[src/rtl/sim_run_controller.sv]
// sim_run_controller
//
// Sequences one simulation run of a DUT datapath: holds the DUT in reset for
// RESET_CYCLES cycles after a start request, enables it for a programmed number
// of cycles, waits for it to drain, then reports pass/fail and holds the result.
//
// Ports:
//   clk          sole clock, all state updates on posedge
//   reset        synchronous active-low reset
//   start        single-cycle run request, honoured in IDLE and DONE only
//   max_cycles   run length, sampled on an accepted start
//   dut_idle     DUT has no outstanding work
//   dut_error    DUT detected a fault
//   dut_reset    active-high reset to the DUT
//   run_en       DUT clock-enable / stimulus enable
//   cycle_count  RUN cycles elapsed in the current run
//   done         run finished, held until the next accepted start
//   pass         result, valid only while done is high
//   state        IDLE=0, RESET=1, RUN=2, DRAIN=3, DONE=4
//
// All outputs are registered; there is no combinational input-to-output path.

module sim_run_controller #(
  parameter int unsigned RESET_CYCLES  = 4,
  parameter int unsigned DRAIN_TIMEOUT = 16
) (
  input  logic        clk,
  input  logic        reset,
  input  logic        start,
  input  logic [31:0] max_cycles,
  input  logic        dut_idle,
  input  logic        dut_error,
  output logic        dut_reset,
  output logic        run_en,
  output logic [31:0] cycle_count,
  output logic        done,
  output logic        pass,
  output logic [2:0]  state
);

  typedef enum logic [2:0] {
    StIdle  = 3'd0,
    StReset = 3'd1,
    StRun   = 3'd2,
    StDrain = 3'd3,
    StDone  = 3'd4
  } state_e;

  localparam logic [7:0]  RstLast   = 8'(RESET_CYCLES - 1);
  localparam logic [15:0] DrainLast = 16'(DRAIN_TIMEOUT - 1);

  state_e      state_q;
  logic [31:0] len_q;
  logic [7:0]  rst_cnt_q;
  logic [15:0] drain_cnt_q;
  logic        dut_reset_q;
  logic        run_en_q;
  logic [31:0] cycle_count_q;
  logic        done_q;
  logic        pass_q;

  // Count including the current RUN cycle; cannot wrap since it never exceeds len_q.
  logic [31:0] cnt_inc;
  assign cnt_inc = cycle_count_q + 32'd1;

  always_ff @(posedge clk) begin
    if (!reset) begin
      state_q       <= StIdle;
      len_q         <= '0;
      rst_cnt_q     <= '0;
      drain_cnt_q   <= '0;
      dut_reset_q   <= 1'b1;
      run_en_q      <= 1'b0;
      cycle_count_q <= '0;
      done_q        <= 1'b0;
      pass_q        <= 1'b0;
    end else begin
      case (state_q)
        StIdle, StDone: begin
          if (start) begin
            state_q       <= StReset;
            len_q         <= max_cycles;
            rst_cnt_q     <= '0;
            drain_cnt_q   <= '0;
            cycle_count_q <= '0;
            done_q        <= 1'b0;
            pass_q        <= 1'b0;
            dut_reset_q   <= 1'b1;
            run_en_q      <= 1'b0;
          end
        end
        StReset: begin
          if (rst_cnt_q == RstLast) begin
            // dut_reset falls on the same edge run_en rises.
            dut_reset_q <= 1'b0;
            if (len_q == '0) begin
              state_q <= StDrain;
            end else begin
              state_q  <= StRun;
              run_en_q <= 1'b1;
            end
          end else begin
            rst_cnt_q <= rst_cnt_q + 8'd1;
          end
        end
        StRun: begin
          cycle_count_q <= cnt_inc;
          if (dut_error) begin
            state_q     <= StDone;
            run_en_q    <= 1'b0;
            dut_reset_q <= 1'b1;
            done_q      <= 1'b1;
            pass_q      <= 1'b0;
          end else if (cnt_inc == len_q) begin
            state_q  <= StDrain;
            run_en_q <= 1'b0;
          end
        end
        StDrain: begin
          // Error beats idle when both arrive together.
          if (dut_error || dut_idle || (drain_cnt_q == DrainLast)) begin
            state_q     <= StDone;
            dut_reset_q <= 1'b1;
            done_q      <= 1'b1;
            pass_q      <= !dut_error && dut_idle;
          end else begin
            drain_cnt_q <= drain_cnt_q + 16'd1;
          end
        end
        default: begin
          state_q <= StIdle;
        end
      endcase
    end
  end

  assign dut_reset   = dut_reset_q;
  assign run_en      = run_en_q;
  assign cycle_count = cycle_count_q;
  assign done        = done_q;
  assign pass        = pass_q;
  assign state       = state_q;

endmodule

[config.mk]
export PLATFORM = sky130hd
export DESIGN_NAME = sim_run_controller
export DESIGN_NICKNAME = d
export VERILOG_FILES = /design/src/rtl/sim_run_controller.sv
export SDC_FILE = /design/constraint.sdc
export NUM_CORES = 1
export LEC_CHECK = 0
export CAP_MARGIN = 20
export CORE_ASPECT_RATIO = 1.75
export CORE_MARGIN = 5
export CORE_UTILIZATION = 37
export CTS_BUF_LIST = sky130_fd_sc_hd__clkbuf_8
export CTS_CLUSTER_SIZE = 20
export DETAILED_ROUTE_END_ITERATION = 8
export PLACE_DENSITY = 0.58
export SYNTH_ARGS = -nofsm -noshare
export SYNTH_HDL_FRONTEND = slang
export SYNTH_SLANG_ARGS = --single-unit
export TNS_END_PERCENT = 20
[constraint.sdc]
create_clock -name clk -period 3.6 [get_ports clk]
set_input_delay 0.72 -clock clk [delete_from_list [all_inputs] [get_ports clk]]
set_output_delay 0.72 -clock clk [all_outputs]
set_load 0.05 [all_outputs]
==> results.py <==
metrics = {
    "worst_setup_path": {
        "cp-start-kind": "register",
        "cp_cell_sequence": "ha_1 > nand3_1 > or4_4 > nor2_1 > nor3_1 > nor4_2 > nand4_1 > o21ba_2 > o41ai_2",
        "path_class": "register to register",
        "critical_path.top_delay_family": "simple AND/OR/NAND/NOR gates",
        "cp.arrival_ps": 3490,
        "critPathRequiredTime_ps": 3880,
        "path_max_fanout": 12,
        "worstSetupEndpointType": "register",
        "cp_slowest_cell": "or4_4",
        "r2r_setup_slack_ps": 390,
        "worst-path-buf-inv": 0,
        "max_stage_delay_ps": 690,
    },
    "routing": {
        "wirelength_mm": 17.7,
        "first_pass_iters": 5,
        "drt_iter0_markers": 446,
        "vias_per_cell": 5.69,
        "vias": 5601,
        "wire_per_inst_um": 18.0,
        "drt.antenna.violating_nets": 0,
        "drc": 0,
    },
    "place": {
        "gp_congestion": 0.935,
        "dp.cells": 969,
        "io_buffers": 75,
        "place_area_um2": 6470,
        "place_ws_ps": 416,
        "hpwl_mm": 13.5,
    },
    "logic_synthesis": {
        "yosysUniqueCellTypes": 71,
        "ys.flop_type": "dfxtp_1",
        "yosysTopAreaCell": "dfxtp_1",
        "yosysMostFrequentCell": "nand2_1",
        "synth_warnings": 0,
        "synth-async-reset-ratio_pct": 0,
        "synth_edf_count": 0,
        "ys_top_cells_by_area": "dfxtp_1 34%, nand2_1 8.8%, a21oi_1 6.8%",
        "syn_area_um2": 5550,
        "syn_avg_cell_area_um2": 7.51,
        "yosys_register_bits": 95,
        "synthCells": 740,
        "netlist_top_cells_count": "130 x nand2_1, 95 x dfxtp_1, 76 x a21oi_1",
        "syn_nets": 780,
        "yosysSeqAreaShare_pct": 34.2,
        "synth_top_area_share_pct": 34.2,
    },
    "cts": {
        "cts_resized": 0,
        "post-cts-setup-buffers": 0,
        "cts_made_buffers": 9,
        "holdBufCountCts": 0,
        "cts_max_path_buffers": 2,
        "cts-root-buf": "clkbuf_8",
        "ctsHtreeMaxLevel": 3,
        "tritoncts": "done",
        "clock-sinks": 95,
        "clk_pin_slew_ps": 100,
        "clock_latency_ps": 380,
    },
    "floorplanning": {
        "rows": 59,
        "start_util_pct": 37.4,
        "io_pins": 76,
        "dieArea_um2": 17700,
        "coreArea_um2": 14800,
        "fp.dieH_um": 172,
        "dieWidth_um": 103,
    },
    "global_route": {
        "gr-total-overflow": 0,
        "grt_max_degree": 41,
        "antenna_found_initial": 0,
        "grt_pass1_vias": 5469,
        "grt_pass1_wl_mm": 28.3,
        "track_usage_pct": 20.4,
    },
    "hold_path": {
        "hold_path.class": "register to register",
    },
    "final_layout": {
        "fillers": 1521,
        "final_net_count": 837,
        "final_util_pct": 45.0,
        "final_cell_area_um2": 6680,
        "diodes": 0,
        "drive_above_1_share_pct": 7.61,
        "synthToLayoutAreaGrowth_pct": 20.2,
        "instances_no_fill": 985,
    },
    "sta": {
        "final-max-slew-violation-count": 0,
        "setup_slack_ps": 391,
        "post-route-period-util_pct": 89.1,
        "timing.fmax_mhz": 312,
        "rsz0062_at_grt": "no",
        "fin_crit_ps": 3210,
        "worst_slew_pin_slew_ps": 782,
        "hold_ws_ps": 448,
        "final_hold_viol_count": 0,
        "setup_viol": 0,
        "fin_worst_skew_ps": 9.29,
        "maxSlewHeadroom_pct": 47.7,
        "setup-tns-final_ps": 0,
    },
    "power_and_ir_drop": {
        "pwr_density_cell_nw_per_um2": 492,
        "leakage_nw": 2.30,
        "finalPower_mw": 3.29,
        "vdd_ir_drop_max_mv": 0.229,
    },
    "run": {
        "cap_violations": 0,
    },
    "run_status": {
        "status": "finished clean",
    },
}
## power by group
| part | internal (mW) | leakage, nW | switching, mW |
|---|---|---|---|
| Combinational | 0.460 | 1.42 | 0.801 |
| Sequential | 1.15 | 0.771 | 0.144 |
| Clock | 0.316 | 0.104 | 0.410 |
## layout make-up
cell class	instances	area, um2	area share [%]
Sequential cell	95	1900	28.5
Inverter	5	18.8	0.281
Multi-Input combinational cell	588	3390	50.8
Clock inverter	4	35.0	0.525
Timing Repair Buffer	98	936	14.0
Clock buffer	12	165	2.47
Tap cell	183	229	3.43
## flip-flops by register name (all words and copies together) (netlist names)
signal,cells
rst_cnt_q,8
done,1
dut_reset,1
state,3
pass,1
cycle_count,32
drain_cnt_q,16
len_q,32
run_en,1
## path summary, 6_finish.rpt
check | depth (start not counted) | to | startpoint
worst max-delay path | 9 | state[2]$_SDFFE_PN0P_ | cycle_count[0]$_SDFFE_PN0P_
worst min-delay path | 2 | done$_SDFFE_PN0P_ | done$_SDFFE_PN0P_
worst max register to register | 9 | state[2]$_SDFFE_PN0P_ | cycle_count[0]$_SDFFE_PN0P_
worst min register to register | 2 | done$_SDFFE_PN0P_ | done$_SDFFE_PN0P_
## cell families (layout without fill, tap and decap cells)
| group | Yosys count | in the layout | synth area share [%] |
|---|---|---|---|
| buf+inv | 57 | 119 | 4.73 |
| mux | 5 | 5 | 0.924 |
| flops | 95 | 95 | 34.2 |
| simple gates | 362 | 362 | 33.1 |
| compound gates | 164 | 164 | 17.8 |
| xor+xnor | 54 | 54 | 8.52 |
| fa+ha+maj | 3 | 3 | 0.676 |
## worst register-to-register path: cells and delay by family (launching register included)
| family | cells | cell delay (ps) |
|---|---|---|
| flops | 1 | 480 |
| compound gates | 2 | 600 |
| simple gates | 6 | 1720 |
| fa+ha+maj | 1 | 310 |
## layer usage
layer,part of all wire [%],wire [um],track usage [%],vias to the layer above
met5,0,0,0,-
met4,3.1,544,7.71,0
met3,4.4,780,2.70,37
met2,52,9170,36.9,172
met1,41,7190,24.1,2635
li1,-,-,-,2757
## placed cells by master (no fill, tap or decap), types with 22 or more instances in the layout
master           netlist  layout
nand2_1              130     130
dfxtp_1               95      95
a21oi_1               76      76
clkdlybuf4s50_1        0      75
nor2_1                71      71
o21ai_0               36      36
xor2_1                30      30
nand3_1               29      29
xnor2_1               24      24
buf_4                  0      22
(Power assumes the default switching activity.)
